==> src/rtl/acl_cursor_ctrl.sv <==
// Purpose : turns deglitched accelerometer X/Y tilt into a clamped, once-per-frame
//           cursor position (top-left pixel of a CUR_SIZE square sprite).
// Latency : frame_tick in cycle N -> cur_x valid N+3, cur_y and upd pulse at N+4.
// Backpr. : none; frame_tick arriving while busy is dropped, not queued.
//
// Ports:
//   CLK100MHZ  in   system clock
//   reset      in   synchronous, active-low
//   acl_data   in   {X[14:10],Y[9:5],Z[4:0]} 5-bit two's complement, asynchronous source
//   frame_tick in   1-cycle pulse at start of vertical blanking
//   cur_x      out  cursor left column, 0..H_RES-CUR_SIZE
//   cur_y      out  cursor top row,    0..V_RES-CUR_SIZE
//   upd        out  1-cycle pulse when cur_x/cur_y have just been updated
//   busy       out  high while the update sequence is in progress
module acl_cursor_ctrl #(
    parameter int H_RES      = 640,
    parameter int V_RES      = 480,
    parameter int CUR_SIZE   = 8,
    parameter int DEAD_ZONE  = 2,
    parameter int STABLE_CNT = 4
) (
    input  logic        CLK100MHZ,
    input  logic        reset,
    input  logic [14:0] acl_data,
    input  logic        frame_tick,
    output logic [9:0]  cur_x,
    output logic [9:0]  cur_y,
    output logic        upd,
    output logic        busy
);

    localparam int MAX_X = H_RES - CUR_SIZE;
    localparam int MAX_Y = V_RES - CUR_SIZE;
    localparam logic [9:0] MAX_X_L  = 10'(MAX_X);
    localparam logic [9:0] MAX_Y_L  = 10'(MAX_Y);
    localparam logic [9:0] INIT_X_L = 10'(MAX_X / 2);
    localparam logic [9:0] INIT_Y_L = 10'(MAX_Y / 2);
    localparam logic signed [11:0] DZ = 12'(DEAD_ZONE);

    // Counter saturates at STABLE_CNT-1; +1 keeps the width sane for tiny values.
    localparam int CNT_W = $clog2(STABLE_CNT + 1);
    localparam logic [CNT_W-1:0] CNT_MAX = CNT_W'(STABLE_CNT - 1);

    typedef enum logic [2:0] {
        S_IDLE,
        S_LATCH,
        S_CALC_X,
        S_CALC_Y,
        S_DONE
    } state_t;

    // Z never influences the cursor, so it is not even synchronised.
    logic unused_z;
    assign unused_z = ^acl_data[4:0];

    // Two-flop synchroniser plus one history stage for the stability compare.
    logic [9:0] sync1_q, sync1_d;
    logic [9:0] sync2_q, sync2_d;
    logic [9:0] prev_q,  prev_d;
    logic [CNT_W-1:0] cnt_q, cnt_d;
    // stable_q = {X, Y} as last accepted after STABLE_CNT equal samples.
    logic [9:0] stable_q, stable_d;

    state_t state_q, state_d;
    logic signed [11:0] vx_q, vx_d;
    logic signed [11:0] vy_q, vy_d;
    logic [9:0] cur_x_q, cur_x_d;
    logic [9:0] cur_y_q, cur_y_d;
    logic upd_q, upd_d;
    logic busy_q, busy_d;

    // Sign-extend a tilt field and zero it inside the dead zone.
    function automatic logic signed [11:0] vel(input logic [4:0] f);
        logic signed [11:0] v;
        v = {{7{f[4]}}, f};
        if ((v <= DZ) && (v >= -DZ)) begin
            v = '0;
        end
        return v;
    endfunction

    // Saturating add: results below 0 or above max stick to the edge.
    function automatic logic [9:0] step(input logic [9:0]         pos,
                                        input logic signed [11:0] delta,
                                        input logic [9:0]         max);
        logic signed [11:0] sum;
        logic [9:0]         res;
        sum = $signed({2'b00, pos}) + delta;
        if (sum < 12'sd0) begin
            res = '0;
        end else if (sum > $signed({2'b00, max})) begin
            res = max;
        end else begin
            res = sum[9:0];
        end
        return res;
    endfunction

    always_comb begin
        sync1_d  = {acl_data[14:10], acl_data[9:5]};
        sync2_d  = sync1_q;
        prev_d   = sync2_q;
        cnt_d    = '0;
        stable_d = stable_q;
        state_d  = state_q;
        vx_d     = vx_q;
        vy_d     = vy_q;
        cur_x_d  = cur_x_q;
        cur_y_d  = cur_y_q;
        upd_d    = 1'b0;
        busy_d   = busy_q;

        // Any change of the synchronised value restarts the stability count.
        if (sync2_q == prev_q) begin
            cnt_d = (cnt_q == CNT_MAX) ? cnt_q : cnt_q + 1'b1;
        end
        if (cnt_d == CNT_MAX) begin
            stable_d = sync2_q;
        end

        case (state_q)
            S_IDLE: begin
                if (frame_tick) begin
                    state_d = S_LATCH;
                    busy_d  = 1'b1;
                end
            end
            S_LATCH: begin
                // Snapshot: later stable_q changes do not affect this frame.
                vx_d    = vel(stable_q[9:5]);
                vy_d    = vel(stable_q[4:0]);
                state_d = S_CALC_X;
            end
            S_CALC_X: begin
                cur_x_d = step(cur_x_q, vx_q, MAX_X_L);
                state_d = S_CALC_Y;
            end
            S_CALC_Y: begin
                // Positive Y tilt moves the cursor up the screen (smaller row).
                cur_y_d = step(cur_y_q, -vy_q, MAX_Y_L);
                upd_d   = 1'b1;
                state_d = S_DONE;
            end
            S_DONE: begin
                busy_d  = 1'b0;
                state_d = S_IDLE;
            end
            default: begin
                busy_d  = 1'b0;
                state_d = S_IDLE;
            end
        endcase
    end

    always_ff @(posedge CLK100MHZ) begin
        if (!reset) begin
            sync1_q  <= '0;
            sync2_q  <= '0;
            prev_q   <= '0;
            cnt_q    <= '0;
            stable_q <= '0;
            state_q  <= S_IDLE;
            vx_q     <= '0;
            vy_q     <= '0;
            cur_x_q  <= INIT_X_L;
            cur_y_q  <= INIT_Y_L;
            upd_q    <= 1'b0;
            busy_q   <= 1'b0;
        end else begin
            sync1_q  <= sync1_d;
            sync2_q  <= sync2_d;
            prev_q   <= prev_d;
            cnt_q    <= cnt_d;
            stable_q <= stable_d;
            state_q  <= state_d;
            vx_q     <= vx_d;
            vy_q     <= vy_d;
            cur_x_q  <= cur_x_d;
            cur_y_q  <= cur_y_d;
            upd_q    <= upd_d;
            busy_q   <= busy_d;
        end
    end

    assign cur_x = cur_x_q;
    assign cur_y = cur_y_q;
    assign upd   = upd_q;
    assign busy  = busy_q;

endmodule

==> config.mk <==
export PLATFORM = sky130hd
export DESIGN_NAME = acl_cursor_ctrl
export DESIGN_NICKNAME = d
export VERILOG_FILES = /design/src/rtl/acl_cursor_ctrl.sv
export SDC_FILE = /design/constraint.sdc
export NUM_CORES = 1
export LEC_CHECK = 0
export ABC_AREA = 1
export BUFFER_PORTS_ARGS = -buffer_cell sky130_fd_sc_hd__clkbuf_2
export CORE_MARGIN = 10
export CORE_UTILIZATION = 55
export DETAILED_ROUTE_END_ITERATION = 16
export GPL_TIMING_DRIVEN = 0
export HOLD_SLACK_MARGIN = 0.15
export PLACE_DENSITY_LB_ADDON = 0.2
export SLEW_MARGIN = 20
export SYNTH_ARGS = -nofsm -noshare
export SYNTH_HDL_FRONTEND = slang
export SYNTH_SLANG_ARGS = --single-unit
export TNS_END_PERCENT = 30
==> constraint.sdc <==
create_clock -name CLK100MHZ -period 6.8 [get_ports CLK100MHZ]
set_clock_uncertainty 0.15 [all_clocks]
set_input_delay 1.36 -clock CLK100MHZ [delete_from_list [all_inputs] [get_ports CLK100MHZ]]
set_output_delay 1.36 -clock CLK100MHZ [all_outputs]
set_load 0.02 [all_outputs]
==> flow_summary.json <==
{
  "p_seq_share_pct": 43.8,
  "leakage_nw": 2.43,
  "vdd_ir_drop_max_uv": 175,
  "areaGrowthSynthToFinish_pct": 11.5,
  "grt_pass1_vias": 3458,
  "clk_pin_slew_ps": 90,
  "grt_pass1_wl_um": 14800,
  "final_cells": 746,
  "synth_ff_type": "dfxtp_1",
  "ys_seq_area_share_pct": 36.3,
  "critPathMaxFanout": 9,
  "status": "finished clean",
  "netlist_area_mm2": 0.00430,
  "placementRows": 32,
  "cts_tree": "done",
  "slew_headroom_pct": 58.3,
  "via_count": 3649,
  "syn_nets": 638,
  "period_needed_ps": 2560,
  "final_antenna_net_count": 0,
  "cts_hold_buffers": 0,
  "switching_power_w": 0.000377,
  "netlist_instances": 595,
  "synth_seq_cells": 78,
  "power.total_w": 0.00113,
  "wirelength_um": 8600,
  "grt_setup_unrepaired": "no",
  "post_cts_buffers": 0,
  "max-cap-violations": 0,
  "start_util_pct": 56.0,
  "fmax_mhz": 391,
  "clockBufferDepth": 2,
  "cp-start-kind": "flop",
  "whs_ps": 262,
  "gr-total-overflow": 0,
  "worst_pin_slew_ps": 625,
  "p_int_w": 0.000751,
  "hold_viol": 0,
  "dieArea_mm2": 0.0118,
  "setup_tns_ps": 0,
  "dieWidth_um": 108,
  "numClockSinks": 78,
  "drt-initial-drc-count": 92,
  "antennaDiodeCount": 0,
  "yosys_warnings": 0,
  "placed_cells": 730,
  "grt_start_max_net_pins": 16,
  "p_clk_share_pct": 31.4,
  "endpoint_kind": "flop",
  "slew_violations": 0,
  "switching_share_pct": 33.4,
  "cp.required_ps": 6880,
  "remaining_drc_errors": 0,
  "io_pins": 40,
  "port_buffers": 33,
  "via_per_inst": 4.89,
  "p_per_area_mw_per_mm2": 235,
  "gp_congestion": 0.907,
  "crit_arrival_ps": 2640,
  "insertion_delay_ps": 340,
  "yosysUniqueCellTypes": 45,
  "htreeDepth": 3,
  "cts_inserted_buffers": 9,
  "post-route-period-util_pct": 37.6,
  "dr.pass1.iters": 5,
  "antenna_found_initial": 0,
  "synth_edf_count": 0,
  "ys_async_sr_fraction_pct": 0,
  "die_y_um": 108,
  "nNetsFinal": 682,
  "core_mm2": 0.00769,
  "drive_gt1_share_pct": 17.5,
  "wire_per_inst_um": 11.5,
  "pwr-share-comb_pct": 24.8,
  "hold_path_class": "reg -> reg",
  "setup_viol": 0,
  "worstSetupPathType": "reg -> reg",
  "cts-resized-gates": 0,
  "syn_avg_cell_area_um2": 7.23,
  "place_hpwl_um": 6840,
  "grt_use_total_pct": 15.1,
  "cts-root-buf": "clkbuf_8",
  "fill_cells": 725
}
## cell usage after synthesis, types with 3 or more instances
cell,instances,area share [%]
nand2_1,150,13
inv_1,105,9.2
dfxtp_1,78,36
a21oi_1,37,4.3
nor2_1,34,3.0
ha_1,23,6.7
nand2_2,23,3.3
nand3_1,23,2.7
o21ai_0,22,2.6
a21oi_2,8,1.6
clkbuf_1,7,0.61
inv_2,7,0.61
nor3_1,7,0.81
o21ai_1,7,0.81
a211oi_2,6,1.7
nand4_1,5,0.73
xor2_1,5,1.0
nand3b_1,4,0.70
xnor2_1,4,0.81
o211ai_1,3,0.52
o21bai_1,3,0.52
o31ai_1,3,0.52
## power groups by stage
stage / clock network (W) / logic [W] / registers (W)
after floorplan: 0 / 0.000216 / 0.000508
after global placement: 0 / 0.000271 / 0.000504
after detailed placement: 0 / 0.000279 / 0.000505
after CTS: 0.000361 / 0.000280 / 0.000494
after global routing: 0.000378 / 0.000317 / 0.000497
final: 0.000354 / 0.000280 / 0.000494
## cells by family (layout without fill, tap and decap cells)
kind of cell    Yosys count  in the layout  share of synthesized area, %
simple gates            261            261                          27.9
buf+inv                 126            175                          11.7
compound gates           93             93                          13.4
flops                    78             78                          36.3
fa+ha+maj                25             25                          7.62
xor+xnor                 11             11                          2.85
mux                       1              1                         0.262
## layout by cell type (no fill, tap or decap), types with 3 or more instances in the layout
cell type  count
a211oi_2       6
a21oi_1       37
a21oi_2        8
clkbuf_1       7
clkbuf_2      33
clkbuf_8      10
dfxtp_1       78
ha_1          23
inv_1        105
inv_2          7
inv_6          3
nand2_1      150
nand2_2       23
nand3_1       23
nand3b_1       4
nand4_1        5
nor2_1        34
nor3_1         7
o211ai_1       3
o21ai_0       22
o21ai_1        7
o21bai_1       3
o31ai_1        3
xnor2_1        4
xor2_1         5
## critical path, cell delays in order (launching register included)
cell and delay (ps):
dfxtp_1 470, inv_1 230, ha_1 410, nand2_1 80, inv_2 70, nand2_2 70, nor2_4 110, nand2_2 60
nand3_4 90, nand2_1 70, nand2_1 70, nand2_1 60, inv_2 60, nand3_4 120, o21ai_0 240, o21ai_1 80
## sequential cells by signal, summed over array words and instances (netlist names)
register,flops
cur_x,10
cur_y,10
prev_d,10
prev_q,10
stable_q,10
sync1_q,10
vx_q,5
vy_q,5
cnt_q,3
state_q,3
busy,1
upd,1
## metal layers
layer  GRT usage (%)  vias to the layer above  part of all wire [%]
li1                -                     1944                     -
met1            16.7                     1631                    44
met2            28.0                       63                    50
met3            2.86                       11                   4.0
met4            5.56                        0                   1.3
met5               0                        -                     0
## worst paths after layout
check | startpoint | endpoint | slack (ps) | depth (start not counted)
worst max-delay path | vy_q[10]$_SDFFE_PN0P_ | cur_y[3]$_SDFFE_PN1P_ | 4240 | 15
worst min-delay path | sync1_q[5]$_SDFF_PN0_ | prev_d[5]$_SDFF_PN0_ | 260 | 2
worst max register to register | vy_q[10]$_SDFFE_PN0P_ | cur_y[3]$_SDFFE_PN1P_ | 4240 | 15
worst min register to register | sync1_q[5]$_SDFF_PN0_ | prev_d[5]$_SDFF_PN0_ | 260 | 2
## per-stage QoR
step           utilization (%)  setup slack, ps  area [um2]
5_1_grt                   62.5             3980        4800
2_1_floorplan                -             4460        4300
6_report                  62.5             4240        4800
3_5_place_dp              59.8             4220        4600
4_1_cts                   62.5             4240        4800
3_3_place_gp              59.8             4240        4600
## area by class of cell
cell class	count	area [um2]	share of cell area, %
Clock inverter	7	80.1	1.67
Timing Repair Buffer	33	165	3.44
Inverter	114	429	8.94
Clock buffer	9	124	2.58
Multi-Input combinational cell	391	2240	46.7
Tap cell	102	128	2.66
Buffer	12	72.6	1.51
Sequential cell	78	1560	32.5
Note: power is estimated with default switching activity, not from simulation.
